==> src/rtl/reg_file_arbiter_pkg.sv <==
// Shared definitions for the two-requester register-file arbiter: FSM states,
// requester count and the owner-id type carried in the command record.
package reg_file_arbiter_pkg;

    localparam int NUM_REQ = 2;

    typedef enum logic [1:0] {
        IDLE  = 2'd0,
        ISSUE = 2'd1,
        RWAIT = 2'd2,
        ERR   = 2'd3
    } state_t;

    typedef logic [$clog2(NUM_REQ)-1:0] owner_t;

endpackage

==> src/rtl/reg_file_arbiter_rr_arbiter2.sv <==
// Two-way round-robin arbiter: combinational grant from the requests and a
// priority pointer that moves to the loser whenever a grant is accepted.
module rr_arbiter2
    import reg_file_arbiter_pkg::*;
(
    input  logic   CLK,
    input  logic   RST,
    input  logic   i_req0,
    input  logic   i_req1,
    input  logic   i_accept,
    output logic   o_gnt0,
    output logic   o_gnt1,
    output owner_t o_winner
);

    owner_t r_ptr;

    always_comb begin
        o_gnt0   = i_accept && i_req0 && (!i_req1 || (r_ptr == owner_t'(0)));
        o_gnt1   = i_accept && i_req1 && (!i_req0 || (r_ptr == owner_t'(1)));
        o_winner = owner_t'(o_gnt1);
    end

    // Pointer lands on the non-winner, so a granted requester waits its turn.
    always_ff @(posedge CLK or negedge RST) begin
        if (!RST) begin
            r_ptr <= owner_t'(0);
        end else if (o_gnt0 || o_gnt1) begin
            r_ptr <= owner_t'(o_gnt0);
        end
    end

endmodule

==> src/rtl/reg_file_arbiter.sv <==
// Sequences one read/write per grant from two requesters onto a single register
// file port, returning read data or an address error to the owning requester.
module reg_file_arbiter
    import reg_file_arbiter_pkg::*;
#(
    parameter int ADDR_Width = 4,
    parameter int MEM_WIDTH  = 16,
    parameter int MEM_DEPTH  = 8
) (
    input  logic                  CLK,
    input  logic                  RST,
    input  logic                  Req0,
    input  logic                  Req1,
    input  logic                  We0,
    input  logic                  We1,
    input  logic [ADDR_Width-1:0] Addr0,
    input  logic [ADDR_Width-1:0] Addr1,
    input  logic [MEM_WIDTH-1:0]  WData0,
    input  logic [MEM_WIDTH-1:0]  WData1,
    output logic                  Gnt0,
    output logic                  Gnt1,
    output logic                  RdValid0,
    output logic                  RdValid1,
    output logic [MEM_WIDTH-1:0]  RdData0,
    output logic [MEM_WIDTH-1:0]  RdData1,
    output logic                  Err0,
    output logic                  Err1,
    input  logic [MEM_WIDTH-1:0]  RF_RdData,
    output logic [MEM_WIDTH-1:0]  RF_WrData,
    output logic [ADDR_Width-1:0] RF_Address,
    output logic                  RF_WrEn,
    output logic                  RF_RdEn
);

    typedef struct packed {
        logic                  we;
        logic [ADDR_Width-1:0] addr;
        logic [MEM_WIDTH-1:0]  wdata;
        owner_t                owner;
    } cmd_t;

    localparam logic [ADDR_Width:0] LP_DEPTH = (ADDR_Width + 1)'(MEM_DEPTH);

    state_t r_state;
    state_t w_state_next;
    cmd_t   r_cmd;
    cmd_t   w_win_cmd;
    owner_t w_winner;
    logic   w_accept;
    logic   w_gnt_any;
    logic   w_addr_bad;

    // Reset gates acceptance so no grant can leak out while RST is low.
    assign w_accept  = (r_state == IDLE) && RST;
    assign w_gnt_any = Gnt0 || Gnt1;

    rr_arbiter2 u_arb (
        .CLK      (CLK),
        .RST      (RST),
        .i_req0   (Req0),
        .i_req1   (Req1),
        .i_accept (w_accept),
        .o_gnt0   (Gnt0),
        .o_gnt1   (Gnt1),
        .o_winner (w_winner)
    );

    always_comb begin
        if (w_winner == owner_t'(1)) begin
            w_win_cmd = '{we: We1, addr: Addr1, wdata: WData1, owner: owner_t'(1)};
        end else begin
            w_win_cmd = '{we: We0, addr: Addr0, wdata: WData0, owner: owner_t'(0)};
        end
        w_addr_bad = ({1'b0, w_win_cmd.addr} >= LP_DEPTH);
    end

    always_comb begin
        w_state_next = r_state;
        unique case (r_state)
            IDLE:    if (w_gnt_any) w_state_next = w_addr_bad ? ERR : ISSUE;
            ISSUE:   w_state_next = r_cmd.we ? IDLE : RWAIT;
            RWAIT:   w_state_next = IDLE;
            ERR:     w_state_next = IDLE;
            default: w_state_next = IDLE;
        endcase
    end

    always_ff @(posedge CLK or negedge RST) begin
        if (!RST) begin
            r_state <= IDLE;
            r_cmd   <= '0;
        end else begin
            r_state <= w_state_next;
            if (w_gnt_any) begin
                r_cmd <= w_win_cmd;
            end
        end
    end

    // All outputs decode straight from the state and command registers.
    always_comb begin
        RF_Address = r_cmd.addr;
        RF_WrData  = r_cmd.wdata;
        RF_WrEn    = (r_state == ISSUE) &&  r_cmd.we;
        RF_RdEn    = (r_state == ISSUE) && !r_cmd.we;
        RdValid0   = (r_state == RWAIT) && (r_cmd.owner == owner_t'(0));
        RdValid1   = (r_state == RWAIT) && (r_cmd.owner == owner_t'(1));
        RdData0    = RdValid0 ? RF_RdData : '0;
        RdData1    = RdValid1 ? RF_RdData : '0;
        Err0       = (r_state == ERR) && (r_cmd.owner == owner_t'(0));
        Err1       = (r_state == ERR) && (r_cmd.owner == owner_t'(1));
    end

endmodule

==> config.mk <==
export PLATFORM = sky130hd
export DESIGN_NAME = reg_file_arbiter
export DESIGN_NICKNAME = d
export VERILOG_FILES = /design/src/rtl/reg_file_arbiter_pkg.sv /design/src/rtl/reg_file_arbiter_rr_arbiter2.sv /design/src/rtl/reg_file_arbiter.sv
export SDC_FILE = /design/constraint.sdc
export NUM_CORES = 1
export LEC_CHECK = 0
export ABC_AREA = 1
export CAP_MARGIN = 30
export CORE_ASPECT_RATIO = 0.5
export CORE_MARGIN = 1.5
export CORE_UTILIZATION = 31
export CTS_CLUSTER_DIAMETER = 30
export CTS_CLUSTER_SIZE = 12
export DETAILED_ROUTE_END_ITERATION = 8
export PLACE_DENSITY_LB_ADDON = 0.05
export SLEW_MARGIN = 20
export SYNTH_ARGS = -nofsm -noshare
export SYNTH_HDL_FRONTEND = slang
export SYNTH_HIERARCHICAL = 1
export SYNTH_SLANG_ARGS = --single-unit
==> constraint.sdc <==
create_clock -name CLK -period 1.7 [get_ports CLK]
set_clock_uncertainty 0.05 [all_clocks]
set_input_delay 0.34 -clock CLK [delete_from_list [all_inputs] [get_ports CLK]]
set_output_delay 0.34 -clock CLK [all_outputs]
set_load 0.005 [all_outputs]
== Word level (Yosys, flattened, before mapping) ==
Cells that the tools add are included.

* Bitwise operators: 2
* Reduce and logical (&&, ||, !) cells: 19
* Equal/unequal tests: 4
* Muxes and demuxes: 7
* Magnitude comparators: 1

{| class="wikitable"
|+ Operators by type and width
! operator !! count
|-
| 2-to-1 mux 16 bit || 2
|-
| 2-to-1 mux 22 bit || 1
|-
| logical AND 1 bit || 11
|-
| 2-to-1 mux 2 bit || 3
|-
| one-hot mux 2 bit (3 select lines) || 1
|-
| equality test 2 bit (second input constant) || 2
|-
| >= comparator 4 bit (second input constant) || 1
|-
| logical NOT 1 bit || 3
|-
| logical OR 1 bit || 3
|-
| equality test 2 x 1 -> 1 bit (second input constant) || 1
|-
| logical NOT 2 bit || 1
|-
| inequality test 2 bit (second input constant) || 1
|-
| inverter 1 bit || 2
|-
| OR reduction 2 bit || 1
|}

* Register bits: 25
* Output and inout port bits: 60
* Logic and storage cells: 39

== Depth between registers and ports, before layout ==
* Depth in word-level cells: 9
* Depth in mapped cells: 12

== By module ==
The synthesis kept the hierarchy.

{| class="wikitable"
|+ By module, submodules not included
! module !! area each (um^2) !! cells an instance !! instances
|-
| reg_file_arbiter || 1627.8 || 252 || 1
|-
| rr_arbiter2 || 71.3 || 12 || 1
|}

== Worst setup path after synthesis ==
OpenSTA, ideal clock, no wires.

* Kind: register to register
* Start: reg r_state[1]
* End: reg r_cmd (netlist bit RF_WrData[0])
* Setup slack: -179 ps
* Arrival: 1712 ps
* Cell stages (with the launch flop): 13
* Path through: dfrtp_1 -> nor2_1 -> inv_1 -> nor2_1 -> nand2_1 -> a21oi_1 -> buf_4 -> inv_1 -> buf_2 -> nand2_1 -> nand2_1 -> nand2_1 -> nand2_1

* Longest elaborated chain between the ends: 5

{| class="wikitable"
|+ Ends and longest elaborated chain
! item !! line !! text
|-
| from (decl) || reg_file_arbiter.sv:44 || <nowiki>state_t r_state;</nowiki>
|-
| from (signal assigned) || reg_file_arbiter.sv:93 || <nowiki>r_state <= w_state_next;</nowiki>
|-
| logical NOT 2 bit * || reg_file_arbiter.sv:54 || <nowiki>assign w_accept = (r_state == IDLE) && RST;</nowiki>
|-
| logical AND 1 bit * || reg_file_arbiter.sv:54 ||
|-
| named net w_accept || reg_file_arbiter.sv:49 || <nowiki>logic w_accept;</nowiki>
|-
| logical AND 1 bit * (2 in a row) || reg_file_arbiter_rr_arbiter2.sv:20 || <nowiki>o_gnt1 = i_accept && i_req1 && (!i_req0 || (r_ptr == owner_t'(1)));</nowiki>
|-
| named net Gnt1 || reg_file_arbiter.sv:21 || <nowiki>output logic Gnt1,</nowiki>
|-
| 2-to-1 mux 22 bit / logical OR 1 bit (equally long branches) || reg_file_arbiter.sv:69, reg_file_arbiter.sv:55 ||
|-
| to (signal assigned) || reg_file_arbiter.sv:95 || <nowiki>r_cmd <= w_win_cmd;</nowiki>
|-
| to (decl) || reg_file_arbiter.sv:46 || <nowiki>cmd_t r_cmd;</nowiki>
|}

The timed path passes the listed nets; every way through them passes the cells marked *.
A chain may end at the register's enable or synchronous reset.

== Worst setup path after layout ==
* Start: reg r_state[1]
* End: out RdData0[9]

* Longest elaborated chain between the ends: 3

{| class="wikitable"
|+ Ends and longest elaborated chain
! item !! line !! text
|-
| equality test 2 bit || reg_file_arbiter.sv:106 || <nowiki>RdValid0 = (r_state == RWAIT) && (r_cmd.owner == owner_t'(0));</nowiki>
|-
| logical AND 1 bit || reg_file_arbiter.sv:106 ||
|-
| 2-to-1 mux 16 bit || reg_file_arbiter.sv:108 || <nowiki>RdData0 = RdValid0 ? RF_RdData : '0;</nowiki>
|-
| to (decl) || reg_file_arbiter.sv:24 || <nowiki>output logic [MEM_WIDTH-1:0] RdData0,</nowiki>
|}

No other way between the ends.

==> impl_metrics.json <==
{
  "cts.sinks": 25,
  "worst_slew_pin_slew_ns": 0.3398,
  "fmax_mhz": 546.7,
  "die_height_um": 55.35,
  "worstSetupEndpointType": "primary output",
  "grt_pass1_wl_mm": 10.01,
  "antenna_found_initial": 0,
  "crit_family": "buffers and inverters",
  "ant_nets": 0,
  "ys_ff_latch": 25,
  "yosys_warnings": 6,
  "drt-initial-drc-count": 119,
  "syn_area_sq_um": 1699,
  "synth-compound-area-share_pct": 0.8837,
  "vdd_drop_max_v": 0.0006437,
  "diodes": 0,
  "synth_top_family_by_area": "simple AND/OR/NAND/NOR gates",
  "clkLatencyLatePin_ns": 0.27,
  "cts-root-buf": "clkbuf_8",
  "setup_slack_ns": -0.1293,
  "initial_core_util_pct": 33.38,
  "final_hold_viol_count": 0,
  "synthTopCellsByArea": "dfrtp_1 (37%), nand2_1 (29%), buf_4 (9.3%)",
  "row_count": 18,
  "route.detailed.vias_per_inst": 4.511,
  "grt_pass1_vias": 2053,
  "post-route-period-util_pct": 107.6,
  "die_area_sq_um": 5961,
  "rsz0062_at_grt": "true",
  "slowest_delay_ns": 0.42,
  "synth_cell_types": 15,
  "path_max_fanout": 7,
  "port_buffers": 121,
  "synth_xor_area_share_pct": 0,
  "placed_cells": 439,
  "synth_top_area_cell": "dfrtp_1",
  "drt_first_pass_iters": 4,
  "fill_cells": 428,
  "violations": "setup timing",
  "syn_avg_cell_area_sq_um": 6.436,
  "criticalPathCategory": "reg -> out",
  "fin_util_pct": 70.45,
  "coreArea_sq_um": 5090,
  "placed_area_sq_um": 2923,
  "clockBufferDepth": 2,
  "gr-total-overflow": 0,
  "maxCapViolCount": 0,
  "crit_chain": "buf_12 > buf_6 > nand3_4 > buf_4 > nor2_2 > buf_2",
  "cts_tree": "yes",
  "p_per_area_nw_per_um2": 1202,
  "arrival_ns": 1.44,
  "cts-hold-fix-buffers": 0,
  "relSlewSlack_pct": 77.35,
  "outcome": "finished, violations left",
  "routed_wl_mm": 7.135,
  "p_leak_nw": 1.826,
  "muxShareOfSynthArea_pct": 0,
  "layout-drive-gt1-share_pct": 45.04,
  "gp_congestion": 0.7503,
  "fin_cells": 483,
  "setup_viol": 35,
  "cts_max_level": 1,
  "hold_class": "in -> async",
  "layout_commonest_cell": "nand2_1",
  "final_area_sq_um": 3586,
  "period_needed_ns": 1.829,
  "vias": 2179,
  "drt-wirelength-per-cell_um": 14.77,
  "grt_usage_pct": 21.21,
  "synthAdderAreaFrac_pct": 0,
  "yosys.area_share.simple_pct": 42.71,
  "ff2ff_setup_slack_ns": -0.01,
  "yosysSeqAreaShare_pct": 36.82,
  "grt_max_degree": 26,
  "cp.buffers_inverters": 4,
  "synth_top_area_share_pct": 36.82,
  "syn_nets": 326,
  "start_kind": "register",
  "clk_pin_slew_ns": 0.09,
  "place_hpwl_mm": 4.096,
  "post-place-ws_ns": -0.5001,
  "num-nets-final": 476,
  "area_delta_synth_final_pct": 111.0,
  "synthCells": 264,
  "ios": 122,
  "cts_made_buffers": 3,
  "worst_path_max_delay_cell": "dfrtp_2",
  "finalMaxSlewViolations": 0,
  "p_total_mw": 4.309,
  "detail_route.drc_violations": 0,
  "cp_data_required_time_ns": 1.31,
  "final_cell_mix": "nand2_1 (93), clkdlybuf4s50_1 (80), nand2_2 (37)",
  "die_w_um": 107.7
}
[synthesized netlist by cell type]
cell type  instances
dfrtp_1           25
nor3_1             3
buf_4             21
nor2_4             2
buf_6              2
nand3_4            2
buf_2              8
nor2_2             8
nand3_1            2
o21ai_0            2
inv_1             29
nor2_1            26
inv_2              1
nand2_1          132
a21oi_1            1
[report_power, final]
part	total [mW]	leakage, nW	switching [mW]	internal, mW
clock	0.367	0.0228	0.199	0.168
combinational	2.89	1.49	1.31	1.58
sequential	1.05	0.310	0.179	0.875
[flip-flops by register name, summed over array words and instances (netlist names)]
name	cells
RF_Address	4
u_arb/r_ptr	1
r_cmd	2
RF_WrData	16
r_state	2
[per-layer routing]
layer  global-route usage (%)  vias up  share of wire, %
met5                        0        -                 0
met4                    3.195        0               1.2
met3                    6.612        8               7.6
met2                    39.04       82                50
met1                    24.64     1033                41
li1                         -     1056                 -
[cell families after synthesis]
family | count (synthesis)
buf+inv | 61
compound gates | 3
flops | 25
simple gates | 175
[worst paths after layout]
kind	end	start	cells after the start
worst max-delay path	RdData0[9]	r_state[1]	6
worst min-delay path	RF_WrData[8]	RST	2
worst max register to register	r_cmd[21]	r_state[0]	12
worst min register to register	RF_Address[1]	RF_Address[1]	2
max in group asynchronous	r_state[0]	RST	2
min in group CLK	RF_Address[1]	RF_Address[1]	2
[through the flow]
| step | setup TNS [ns] | hold slack [ns] |
|---|---|---|
| finish | -2.222 | 0.07011 |
| global route | -5.718 | 0.1035 |
| CTS | -3.224 | 0.4221 |
| detailed placement | -17.15 | 0.4170 |
| global placement | -15.78 | 0.4114 |
| floorplan | -0.006840 | -0.005591 |
[layout make-up]
| type | count | area, sq um | area share, % |
|---|---|---|---|
| flip-flops and latches | 25 | 628.1 | 17.52 |
| repair buffers | 172 | 1630 | 45.46 |
| inverters | 30 | 130.1 | 3.629 |
| multi-input cells | 182 | 1065 | 29.69 |
| well taps | 70 | 87.58 | 2.442 |
| clock buffers | 4 | 45.04 | 1.256 |
[what timing repair did]
item / CTS / global route
buffers inserted: 35 / 5
gates resized for setup: 174 / 130
hold endpoints to repair: 0 / 0
cloned: 5 / 3
pin swaps: 18 / 31
endpoints found under the setup margin: 64 / 61
Note: power is estimated with default switching activity, not from simulation.
